### config.mk
export PLATFORM = sky130hd
export DESIGN_NAME = csr_wr_post_ctrl
export DESIGN_NICKNAME = d
export VERILOG_FILES = /design/src/rtl/csr_pkg.sv /design/src/rtl/csr_post_fifo.sv /design/src/rtl/csr_wr_post_ctrl.sv
export SDC_FILE = /design/constraint.sdc
export NUM_CORES = 1
export LEC_CHECK = 0
export ABC_AREA = 1
export CAP_MARGIN = 10
export CORE_ASPECT_RATIO = 0.8
export CORE_UTILIZATION = 55
export DETAILED_ROUTE_END_ITERATION = 12
export PLACE_DENSITY_LB_ADDON = 0.15
export SLEW_MARGIN = 20
export SYNTH_ARGS = -nofsm -noshare
export SYNTH_HDL_FRONTEND = slang
export SYNTH_HIERARCHICAL = 1
export SYNTH_SLANG_ARGS = --single-unit
### constraint.sdc
create_clock -name i_clk -period 3.53 [get_ports i_clk]
set_input_delay 0.5295 -clock i_clk [delete_from_list [all_inputs] [get_ports i_clk]]
set_output_delay 0.5295 -clock i_clk [all_outputs]
set_load 0.005 [all_outputs]
### src/rtl/csr_pkg.sv
// Shared definitions for the CSR write path: region map, default widths
// and the occupancy-width helper used by the posted-write FIFO.
// No logic, no latency, no backpressure.
package csr_pkg;

    // Region indices (high address bits) of the blocks hanging off the bus.
    localparam int REG_PWR = 0;
    localparam int REG_RX1 = 1;
    localparam int REG_RX2 = 2;
    localparam int REG_TX1 = 3;
    localparam int REG_TX2 = 4;
    localparam int REG_MEM = 5;

    // Default bus geometry.
    localparam int CSR_DW = 8;
    localparam int CSR_OW = 3;
    localparam int CSR_RW = 3;

    // Bits needed to hold an entry count of 0..depth inclusive.
    function automatic int occ_width(input int depth);
        return $clog2(depth + 1);
    endfunction

endpackage

### src/rtl/csr_post_fifo.sv
// Synchronous in-order FIFO for posted CSR memory writes.
// Latency: a push is visible at the head the cycle after it is written.
// Backpressure: push is refused when full unless a pop happens the same cycle.
//
// Ports:
//   i_clk, i_reset      clock, asynchronous active-high reset
//   i_push, i_din       write request and entry
//   i_pop               read request (ignored while empty)
//   o_dout              head entry; holds the last popped head while empty
//   o_full, o_empty     status
//   o_count             current entry count (registered)
module csr_post_fifo #(
    parameter int DEPTH = 4,
    parameter int WIDTH = 11
) (
    input  logic                       i_clk,
    input  logic                       i_reset,
    input  logic                       i_push,
    input  logic [WIDTH-1:0]           i_din,
    input  logic                       i_pop,
    output logic [WIDTH-1:0]           o_dout,
    output logic                       o_full,
    output logic                       o_empty,
    output logic [$clog2(DEPTH+1)-1:0] o_count
);

    localparam int IW = $clog2(DEPTH);
    localparam int PW = IW + 1;
    localparam int CW = $clog2(DEPTH + 1);

    logic [WIDTH-1:0] r_mem [DEPTH];
    logic [PW-1:0]    r_wr_ptr;
    logic [PW-1:0]    r_rd_ptr;
    logic [CW-1:0]    r_count;
    logic [WIDTH-1:0] r_last;

    logic             w_full;
    logic             w_empty;
    logic             w_do_pop;
    logic             w_do_push;
    logic [IW-1:0]    w_wr_idx;
    logic [IW-1:0]    w_rd_idx;

    assign w_wr_idx = r_wr_ptr[IW-1:0];
    assign w_rd_idx = r_rd_ptr[IW-1:0];

    // Extra pointer MSB distinguishes full from empty when the indices match.
    assign w_empty  = (r_wr_ptr == r_rd_ptr);
    assign w_full   = (r_wr_ptr[IW] != r_rd_ptr[IW]) && (w_wr_idx == w_rd_idx);

    assign w_do_pop  = i_pop && !w_empty;
    // When full, the slot being popped this cycle is the one the push lands in;
    // the read is combinational so the outgoing value is already taken.
    assign w_do_push = i_push && (!w_full || w_do_pop);

    always_ff @(posedge i_clk or posedge i_reset) begin
        if (i_reset) begin
            for (int i = 0; i < DEPTH; i++) begin
                r_mem[i] <= '0;
            end
            r_wr_ptr <= '0;
            r_rd_ptr <= '0;
            r_count  <= '0;
            r_last   <= '0;
        end else begin
            if (w_do_push) begin
                r_mem[w_wr_idx] <= i_din;
                r_wr_ptr        <= r_wr_ptr + PW'(1);
            end
            if (w_do_pop) begin
                r_last   <= r_mem[w_rd_idx];
                r_rd_ptr <= r_rd_ptr + PW'(1);
            end
            case ({w_do_push, w_do_pop})
                2'b10:   r_count <= r_count + CW'(1);
                2'b01:   r_count <= r_count - CW'(1);
                default: r_count <= r_count;
            endcase
        end
    end

    // While empty the slot at the read pointer is stale; present the last
    // value that actually left the head instead.
    assign o_dout  = w_empty ? r_last : r_mem[w_rd_idx];
    assign o_full  = w_full;
    assign o_empty = w_empty;
    assign o_count = r_count;

endmodule

### src/rtl/csr_wr_post_ctrl.sv
// CSR write decoder with an in-order posted-write queue for the memory region.
// Latency: strobe/data/offset 1 cycle after the bus write; memory head 2 cycles.
// Backpressure: memory side is valid/ready; writes are held while not ready,
// a push into a full queue with no pop is dropped and flags sticky overflow.
//
// Ports:
//   i_clk, i_reset                    clock, asynchronous active-high reset
//   i_reg_wr, i_reg_addr, i_reg_datain host write; addr = {region, offset}
//   o_reg_wr_strb                     one-hot per-region write pulse
//   o_reg_wr_data, o_reg_wr_offs      registered data/offset of last decoded write
//   o_mem_wr_valid, i_mem_wr_ready    memory write handshake
//   o_mem_wr_addr, o_mem_wr_data      queue head
//   o_mem_pending                     queue occupancy
//   o_mem_ovf, i_mem_ovf_clr          sticky overflow flag and its clear
module csr_wr_post_ctrl
    import csr_pkg::*;
#(
    parameter int DW         = CSR_DW,
    parameter int OW         = CSR_OW,
    parameter int RW         = CSR_RW,
    parameter int NREG       = 6,
    parameter int MEM_REGION = REG_MEM,
    parameter int DEPTH      = 4
) (
    input  logic                         i_clk,
    input  logic                         i_reset,
    input  logic                         i_reg_wr,
    input  logic [RW+OW-1:0]             i_reg_addr,
    input  logic [DW-1:0]                i_reg_datain,
    output logic [NREG-1:0]              o_reg_wr_strb,
    output logic [DW-1:0]                o_reg_wr_data,
    output logic [OW-1:0]                o_reg_wr_offs,
    output logic                         o_mem_wr_valid,
    input  logic                         i_mem_wr_ready,
    output logic [OW-1:0]                o_mem_wr_addr,
    output logic [DW-1:0]                o_mem_wr_data,
    output logic [occ_width(DEPTH)-1:0]  o_mem_pending,
    output logic                         o_mem_ovf,
    input  logic                         i_mem_ovf_clr
);

    localparam int AW = RW + OW;
    localparam int EW = OW + DW;

    // ------------------------------------------------------------------
    // Decode stage
    // ------------------------------------------------------------------
    logic [RW-1:0]   w_region;
    logic [OW-1:0]   w_offs;
    logic            w_hit;
    logic [NREG-1:0] w_strb_nxt;

    logic [NREG-1:0] r_strb;
    logic [DW-1:0]   r_data;
    logic [OW-1:0]   r_offs;

    assign w_region = i_reg_addr[AW-1:OW];
    assign w_offs   = i_reg_addr[OW-1:0];

    // Region codes at or above NREG are unimplemented and decode to nothing.
    assign w_hit = i_reg_wr && (int'(w_region) < NREG);

    always_comb begin
        w_strb_nxt = '0;
        for (int i = 0; i < NREG; i++) begin
            if (w_hit && (int'(w_region) == i)) begin
                w_strb_nxt[i] = 1'b1;
            end
        end
    end

    always_ff @(posedge i_clk or posedge i_reset) begin
        if (i_reset) begin
            r_strb <= '0;
            r_data <= '0;
            r_offs <= '0;
        end else begin
            r_strb <= w_strb_nxt;
            // Data/offset only move on a decoded write so the blocks see a
            // stable value between strobes.
            if (w_hit) begin
                r_data <= i_reg_datain;
                r_offs <= w_offs;
            end
        end
    end

    assign o_reg_wr_strb = r_strb;
    assign o_reg_wr_data = r_data;
    assign o_reg_wr_offs = r_offs;

    // ------------------------------------------------------------------
    // Posted-write queue for the memory region
    // ------------------------------------------------------------------
    logic                        w_push;
    logic                        w_pop;
    logic                        w_full;
    logic                        w_empty;
    logic [EW-1:0]               w_head;
    logic [occ_width(DEPTH)-1:0] w_count;
    logic                        w_drop;
    logic                        r_ovf;

    // Push comes from the registered strobe, so the queue never sees the raw
    // bus and the head is at the earliest two cycles after the bus write.
    assign w_push = r_strb[MEM_REGION];
    assign w_pop  = !w_empty && i_mem_wr_ready;

    csr_post_fifo #(
        .DEPTH (DEPTH),
        .WIDTH (EW)
    ) u_fifo (
        .i_clk   (i_clk),
        .i_reset (i_reset),
        .i_push  (w_push),
        .i_din   ({r_offs, r_data}),
        .i_pop   (w_pop),
        .o_dout  (w_head),
        .o_full  (w_full),
        .o_empty (w_empty),
        .o_count (w_count)
    );

    assign w_drop = w_push && w_full && !w_pop;

    // Sticky overflow; a drop in the same cycle as a clear keeps it set.
    always_ff @(posedge i_clk or posedge i_reset) begin
        if (i_reset) begin
            r_ovf <= 1'b0;
        end else if (w_drop) begin
            r_ovf <= 1'b1;
        end else if (i_mem_ovf_clr) begin
            r_ovf <= 1'b0;
        end
    end

    assign o_mem_wr_valid = !w_empty;
    assign o_mem_wr_addr  = w_head[EW-1:DW];
    assign o_mem_wr_data  = w_head[DW-1:0];
    assign o_mem_pending  = w_count;
    assign o_mem_ovf      = r_ovf;

endmodule

# [Yosys cells after proc, flatten, opt, wreduce, memory -nomap -nowiden]
# Cells that the tools add are included.
[word_totals] regBits=82 in_bits=19 out_inout_bits=33 elab_cells=69
[classes] addsub=4 order_cmp=4 n_eq_ne=10 muxes=16 n_bitwise=2 n_reduce_logical=21
[ops] operator="$bwmux 44" n=1
[ops] operator="$mux 11" n=4
[ops] operator="$bmux 11 s2" n=1
[ops] operator="$demux 11 s2" n=1
[ops] operator="$logic_and 1x1->1" n=14
[ops] operator="$eq 3x3->1 const B" n=4
[ops] operator="$add 3x1->3 const B" n=3
[ops] operator="$mux 1" n=8
[ops] operator="$ge 3x3->1 const B" n=2
[ops] operator="$not 2->3" n=2
[ops] operator="$pmux 3 s2" n=1
[ops] operator="$reduce_bool 2->1" n=2
[ops] operator="$eq 3x2->1 const B" n=1
[ops] operator="$eq 3x3->1" n=1
[ops] operator="$logic_not 1->1" n=3
[ops] operator="$logic_not 3->1" n=1
[ops] operator="$lt 3x1->1 const B" n=1
[ops] operator="$lt 3x3->1 const B" n=1
[ops] operator="$sub 3x1->3 const B" n=1
[ops] operator="$eq 2x1->1 const B" n=1
[ops] operator="$eq 2x2->1" n=1
[ops] operator="$eq 2x2->1 const B" n=1
[ops] operator="$logic_or 1x1->1" n=1
[ops] operator="$ne 1x1->1" n=1

# [Logic depth before layout (Yosys ltp)]
[depth] depth_word=8 depth_mapped=18 depth_no_buf=16

# [By module]
# The synthesis kept the hierarchy.
[by_module_without_submodules] mod="csr_post_fifo" n_inst=1 cells_per_inst=390 area_each_um2=3211.8 seq_area_each_um2=1601.5
[by_module_without_submodules] mod="csr_wr_post_ctrl" n_inst=1 cells_per_inst=79 area_each_um2=721.9 seq_area_each_um2=450.4

# [Worst setup path after synthesis]
# OpenSTA, ideal clock, no wires.
[synth_timing] path_kind="flip-flop to flip-flop" startpoint="reg u_fifo.r_wr_ptr[0]" endpoint="reg u_fifo.r_count[2], in the netlist u_fifo/o_count[2]" setup_time_ns=0.124 arrival_time_ns=2.583 slack_ns=0.823 path_stages_with_launch=19 n_path_buf=2 period_less_slack_ns=2.707 cell_sequence="dfrtp_1 -> inv_1 -> nand2_1 -> nand2_2 -> nand3_2 -> clkbuf_1 -> inv_1 -> inv_1 -> nand2_1 -> inv_1 -> inv_1 -> nand4_2 -> buf_4 -> nand2_1 -> ha_1 -> fa_1 -> a21oi_1 -> o21ai_0 -> xnor2_1"
[synth_between] elab_chain_cells=8 elab_cells_between_ends=13
[synth_lines] element="start: declaration" line_no="csr_post_fifo.sv:32" source="logic [PW-1:0] r_wr_ptr;"
[synth_lines] element="start signal: assignment" line_no="csr_post_fifo.sv:68" source="r_wr_ptr <= r_wr_ptr + PW'(1);"
[synth_lines] element="$eq 3x3->1 *" line_no="csr_post_fifo.sv:48" source="assign w_empty = (r_wr_ptr == r_rd_ptr);"
[synth_lines] element="named net w_empty" line_no="csr_wr_post_ctrl.sv:98" source="logic w_empty;"
[synth_lines] element="$logic_not 1->1 *"
[synth_lines] element="named net o_mem_wr_valid" line_no="csr_wr_post_ctrl.sv:33" source="output logic o_mem_wr_valid,"
[synth_lines] element="$logic_and 1x1->1 *" line_no="csr_wr_post_ctrl.sv:107" source="assign w_pop = !w_empty && i_mem_wr_ready;"
[synth_lines] element="named net w_pop" line_no="csr_wr_post_ctrl.sv:96" source="logic w_pop;"
[synth_lines] element="$logic_and 1x1->1 *" line_no="csr_post_fifo.sv:51" source="assign w_do_pop = i_pop && !w_empty;"
[synth_lines] element="$logic_or 1x1->1" line_no="csr_post_fifo.sv:54" source="assign w_do_push = i_push && (!w_full || w_do_pop);"
[synth_lines] element="$logic_and 1x1->1" line_no="csr_post_fifo.sv:54"
[synth_lines] element="$eq 2x1->1 / $eq 2x2->1 (equally long branches)" line_no="csr_post_fifo.sv:74" source="case ({w_do_push, w_do_pop})"
[synth_lines] element="$pmux 3 s2 / $reduce_bool 2->1 (equally long branches)"
[synth_lines] element="end signal: assignment" line_no="csr_post_fifo.sv:75" source="2'b10: r_count <= r_count + CW'(1);"
[synth_lines] element="end signal: assignment" line_no="csr_post_fifo.sv:76" source="2'b01: r_count <= r_count - CW'(1);"
[synth_lines] element="end signal: assignment" line_no="csr_post_fifo.sv:77" source="default: r_count <= r_count;"
[synth_lines] element="end: declaration" line_no="csr_post_fifo.sv:34" source="logic [CW-1:0] r_count;"
# Mark *: on every way through the listed nets, which the timed path passes. The rest lies on a longest branch.
# A chain may end at the register's enable or synchronous reset.

# [Final worst setup path]
[layout_timing] startpoint="reg u_fifo.r_rd_ptr[1]" endpoint="reg u_fifo.r_count[2], in the netlist u_fifo/o_count[2]"
[layout_between] elab_chain_cells=8 elab_cells_between_ends=13
[layout_lines] element="start: declaration" line_no="csr_post_fifo.sv:33" source="logic [PW-1:0] r_rd_ptr;"
[layout_lines] element="start signal: assignment" line_no="csr_post_fifo.sv:72" source="r_rd_ptr <= r_rd_ptr + PW'(1);"
[layout_lines] element="$eq 3x3->1 *" line_no="csr_post_fifo.sv:48"
[layout_lines] element="named net w_empty" line_no="csr_wr_post_ctrl.sv:98"
[layout_lines] element="$logic_not 1->1 *" line_no="csr_wr_post_ctrl.sv:107"
[layout_lines] element="$logic_and 1x1->1 *" line_no="csr_wr_post_ctrl.sv:107"
[layout_lines] element="named net w_pop" line_no="csr_wr_post_ctrl.sv:96"
[layout_lines] element="$logic_and 1x1->1 *" line_no="csr_post_fifo.sv:51"
[layout_lines] element="$logic_or 1x1->1" line_no="csr_post_fifo.sv:54"
[layout_lines] element="$logic_and 1x1->1" line_no="csr_post_fifo.sv:54"
[layout_lines] element="$eq 2x1->1 / $eq 2x2->1 (equally long branches)" line_no="csr_post_fifo.sv:74"
[layout_lines] element="$pmux 3 s2 / $reduce_bool 2->1 (equally long branches)"
# Marks and branches as above.

==> impl_metrics.yaml <==
clocking:
  hold_buffers: 0
  cts-resized-gates: 0
  numCtsBuffers: 9
  clock_latency_ps: 340
  clockBufferDepth: 2
  clk_pin_slew_ps: 80
  clock-root-buffer: "clkbuf_8"
  h-tree-depth: 3
  postCtsSetupBuffers: 0
  cts_tree: "yes"
  clkSinkCount: 82
floorplan:
  die_h_um: 77.6
  rows: 27
  die-area_um2: 7500
  die_x_um: 96.6
  core_um2: 6890
  boundaryPins: 52
  start_util: 0.571
synthesis:
  yosys_warnings: 6
  yosys.area.top_type: "dfrtp_1"
  ys_types: 27
  synth_flop_cell: "dfrtp_1"
  ys_ff_latch: 82
  synth_area_um2: 3930
  synth_nets: 495
  syn_area_per_cell_um2: 8.39
  seq_area_frac_synth: 0.522
  async_flop_share: 1.00
  syn_inst: 469
  synth-edff-count: 0
  yosysTopAreaCellShare: 0.522
  synth_area_leaders: "dfrtp_1 (52%), nand2_1 (15%), nand4_1 (7.2%)"
  yosysMostFrequentCell: "nand2_1"
  synth_common_cells: "nand2_1 (155), dfrtp_1 (82), nand4_1 (45)"
critical_path:
  cp_common_cell: "inv_1"
  crit_family: "adder cells"
  endpoint_kind: "register"
  max_stage_delay_ps: 560
  crit_slowest_cell: "dfrtp_1"
  cp_cell_sequence: "xnor2_2 -> nand3_2 -> inv_1 -> inv_1 -> nand2_1 -> inv_1 -> nand2_2 -> inv_2 -> ha_1 -> fa_1 -> a21oi_1 -> o21ai_0 -> xnor2_1"
  cp.buffers_inverters: 4
  cp_data_required_time_ps: 3760
  crit_path_start_kind: "register"
  crit_fanout: 25
  cp.arrival_ps: 3300
  critPathKind: "register to register"
  reg2reg_slack_ps: 460
placement:
  routabilityCongestion: 0.818
  portBuffers: 51
  dp_cells: 581
  dp_hpwl_um: 5920
run_status:
  status: "completed"
final_layout:
  drive_gt1_frac: 0.0667
  layout.nets: 531
  syn_to_final_growth_pct: 17.7
  final_core_util: 0.672
  fillers: 586
  final_cell_count_no_fill: 597
  diodes: 0
  regArea_um2: 2050
  multi_input_area_um2: 1590
global_routing:
  grt_pass1_vias: 3087
  grt_pass1_wl_um: 14900
  grtUsageTotal: 0.262
  grt_max_degree: 53
  overflow: 0
  antenna_found_initial: 0
detailed_routing:
  vias_per_cell: 5.56
  wl_per_cell_um: 14.8
  totalWireLength_um: 8860
  ant_nets: 0
  via_count: 3319
  drt_pass1_iterations: 5
  route.detailed.drc: 0
  initialDrtViolationCount: 253
timing:
  setup_tns_ps: 0
  worst_slew_margin_rel: 0.454
  finalCriticalPeriod_ps: 3070
  hold_viol_final: 0
  fmax_mhz: 326
  drv_slew: 0
  worst_clock_skew_ps: 5.67
  grt_setup_unrepaired: "false"
  fin_crit_sh: 0.870
  tightest_slew_ps: 817
  setup_viol: 0
pwr:
  powerDensity_nw_per_um2: 842
  p_leak_uw: 0.00230
  ir_drop_uv: 336
flow_run:
  maxCapViolCount: 0
worst_hold_path:
  hold_path_class: "register to register"
[cell type report]
type	instances	share of cell area
Inverter	29	0.0235
Tap cell	87	0.0235
Sequential cell	82	0.443
Timing Repair Buffer	57	0.120
Clock inverter	7	0.0203
Multi-Input combinational cell	326	0.343
Clock buffer	9	0.0267
[cell usage in the layout, fill, tap and decap left out, types with 2 or more instances in the layout]
| cell | n |
|---|---|
| nor3_1 | 2 |
| clkdlybuf4s50_1 | 51 |
| clkinv_2 | 2 |
| nand2_1 | 155 |
| o21ai_0 | 35 |
| nor2_1 | 27 |
| nand4_1 | 45 |
| nand3_1 | 17 |
| buf_4 | 6 |
| clkinvlp_4 | 2 |
| nand2_2 | 5 |
| xnor2_1 | 4 |
| dfrtp_1 | 82 |
| ha_1 | 6 |
| inv_1 | 26 |
| o22ai_1 | 11 |
| bufinv_16 | 2 |
| inv_2 | 3 |
| o21ai_1 | 12 |
| clkbuf_8 | 9 |
[state kept, by name, indices dropped and copies added (netlist names)]
name,cells
o_reg_wr_data,8
u_fifo/r_rd_ptr,3
o_mem_ovf,1
u_fifo/o_count,3
u_fifo/r_mem,44
o_reg_wr_strb,6
u_fifo/r_last,11
u_fifo/r_wr_ptr,3
o_reg_wr_offs,3
[per-stage QoR]
stage               instance area (um^2)  hold WS, ps  worst slack [ps]  power, uW
finish                              4630          477               460       3900
global route                        4630          493               177       4220
CTS                                 4630          474               465       3920
detailed placement                  4410          454               498       3170
global placement                    4410          450               613       3120
floorplan                           3930          437               823       2540
[worst reg2reg max path, stage by stage, from the launching register on]
cell and delay, ps:
dfrtp_1 560, xnor2_2 310, nand3_2 380, inv_1 150, inv_1 60, nand2_1 80
inv_1 70, nand2_2 100, inv_2 190, ha_1 290, fa_1 380, a21oi_1 150
o21ai_0 110, xnor2_1 140
[per-layer routing]
| layer | track usage | wire, um | up-vias |
|---|---|---|---|
| met5 | 0 | 0 | - |
| met4 | 0.0588 | 42 | 0 |
| met3 | 0.0657 | 500 | 4 |
| met2 | 0.397 | 4070 | 108 |
| met1 | 0.380 | 4250 | 1588 |
| li1 | - | - | 1619 |
[cell families after synthesis]
family	synth area share
buf+inv	0.0744
fa+ha+maj	0.0242
mux	0.00286
xor+xnor	0.0153
flops	0.522
compound gates	0.0786
simple gates	0.283
[path summary, 6_finish.rpt]
path / from / to / cells past startpoint
setup / recovery: u_fifo/r_rd_ptr[1] / u_fifo/o_count[2] / 13
hold / removal: u_fifo/r_mem[13] / u_fifo/r_mem[13] / 2
setup reg to reg: u_fifo/r_rd_ptr[1] / u_fifo/o_count[2] / 13
hold reg to reg: u_fifo/r_mem[13] / u_fifo/r_mem[13] / 2
max in group asynchronous: i_reset / u_fifo/r_mem[11] / 3
min in group asynchronous: i_reset / o_mem_ovf / 2
[where the power goes]
part,switching (uW),internal (uW)
Clock,335,397
Combinational,968,729
Sequential,230,1240
Total,1530,2370
Note: power is estimated with default switching activity, not from simulation.
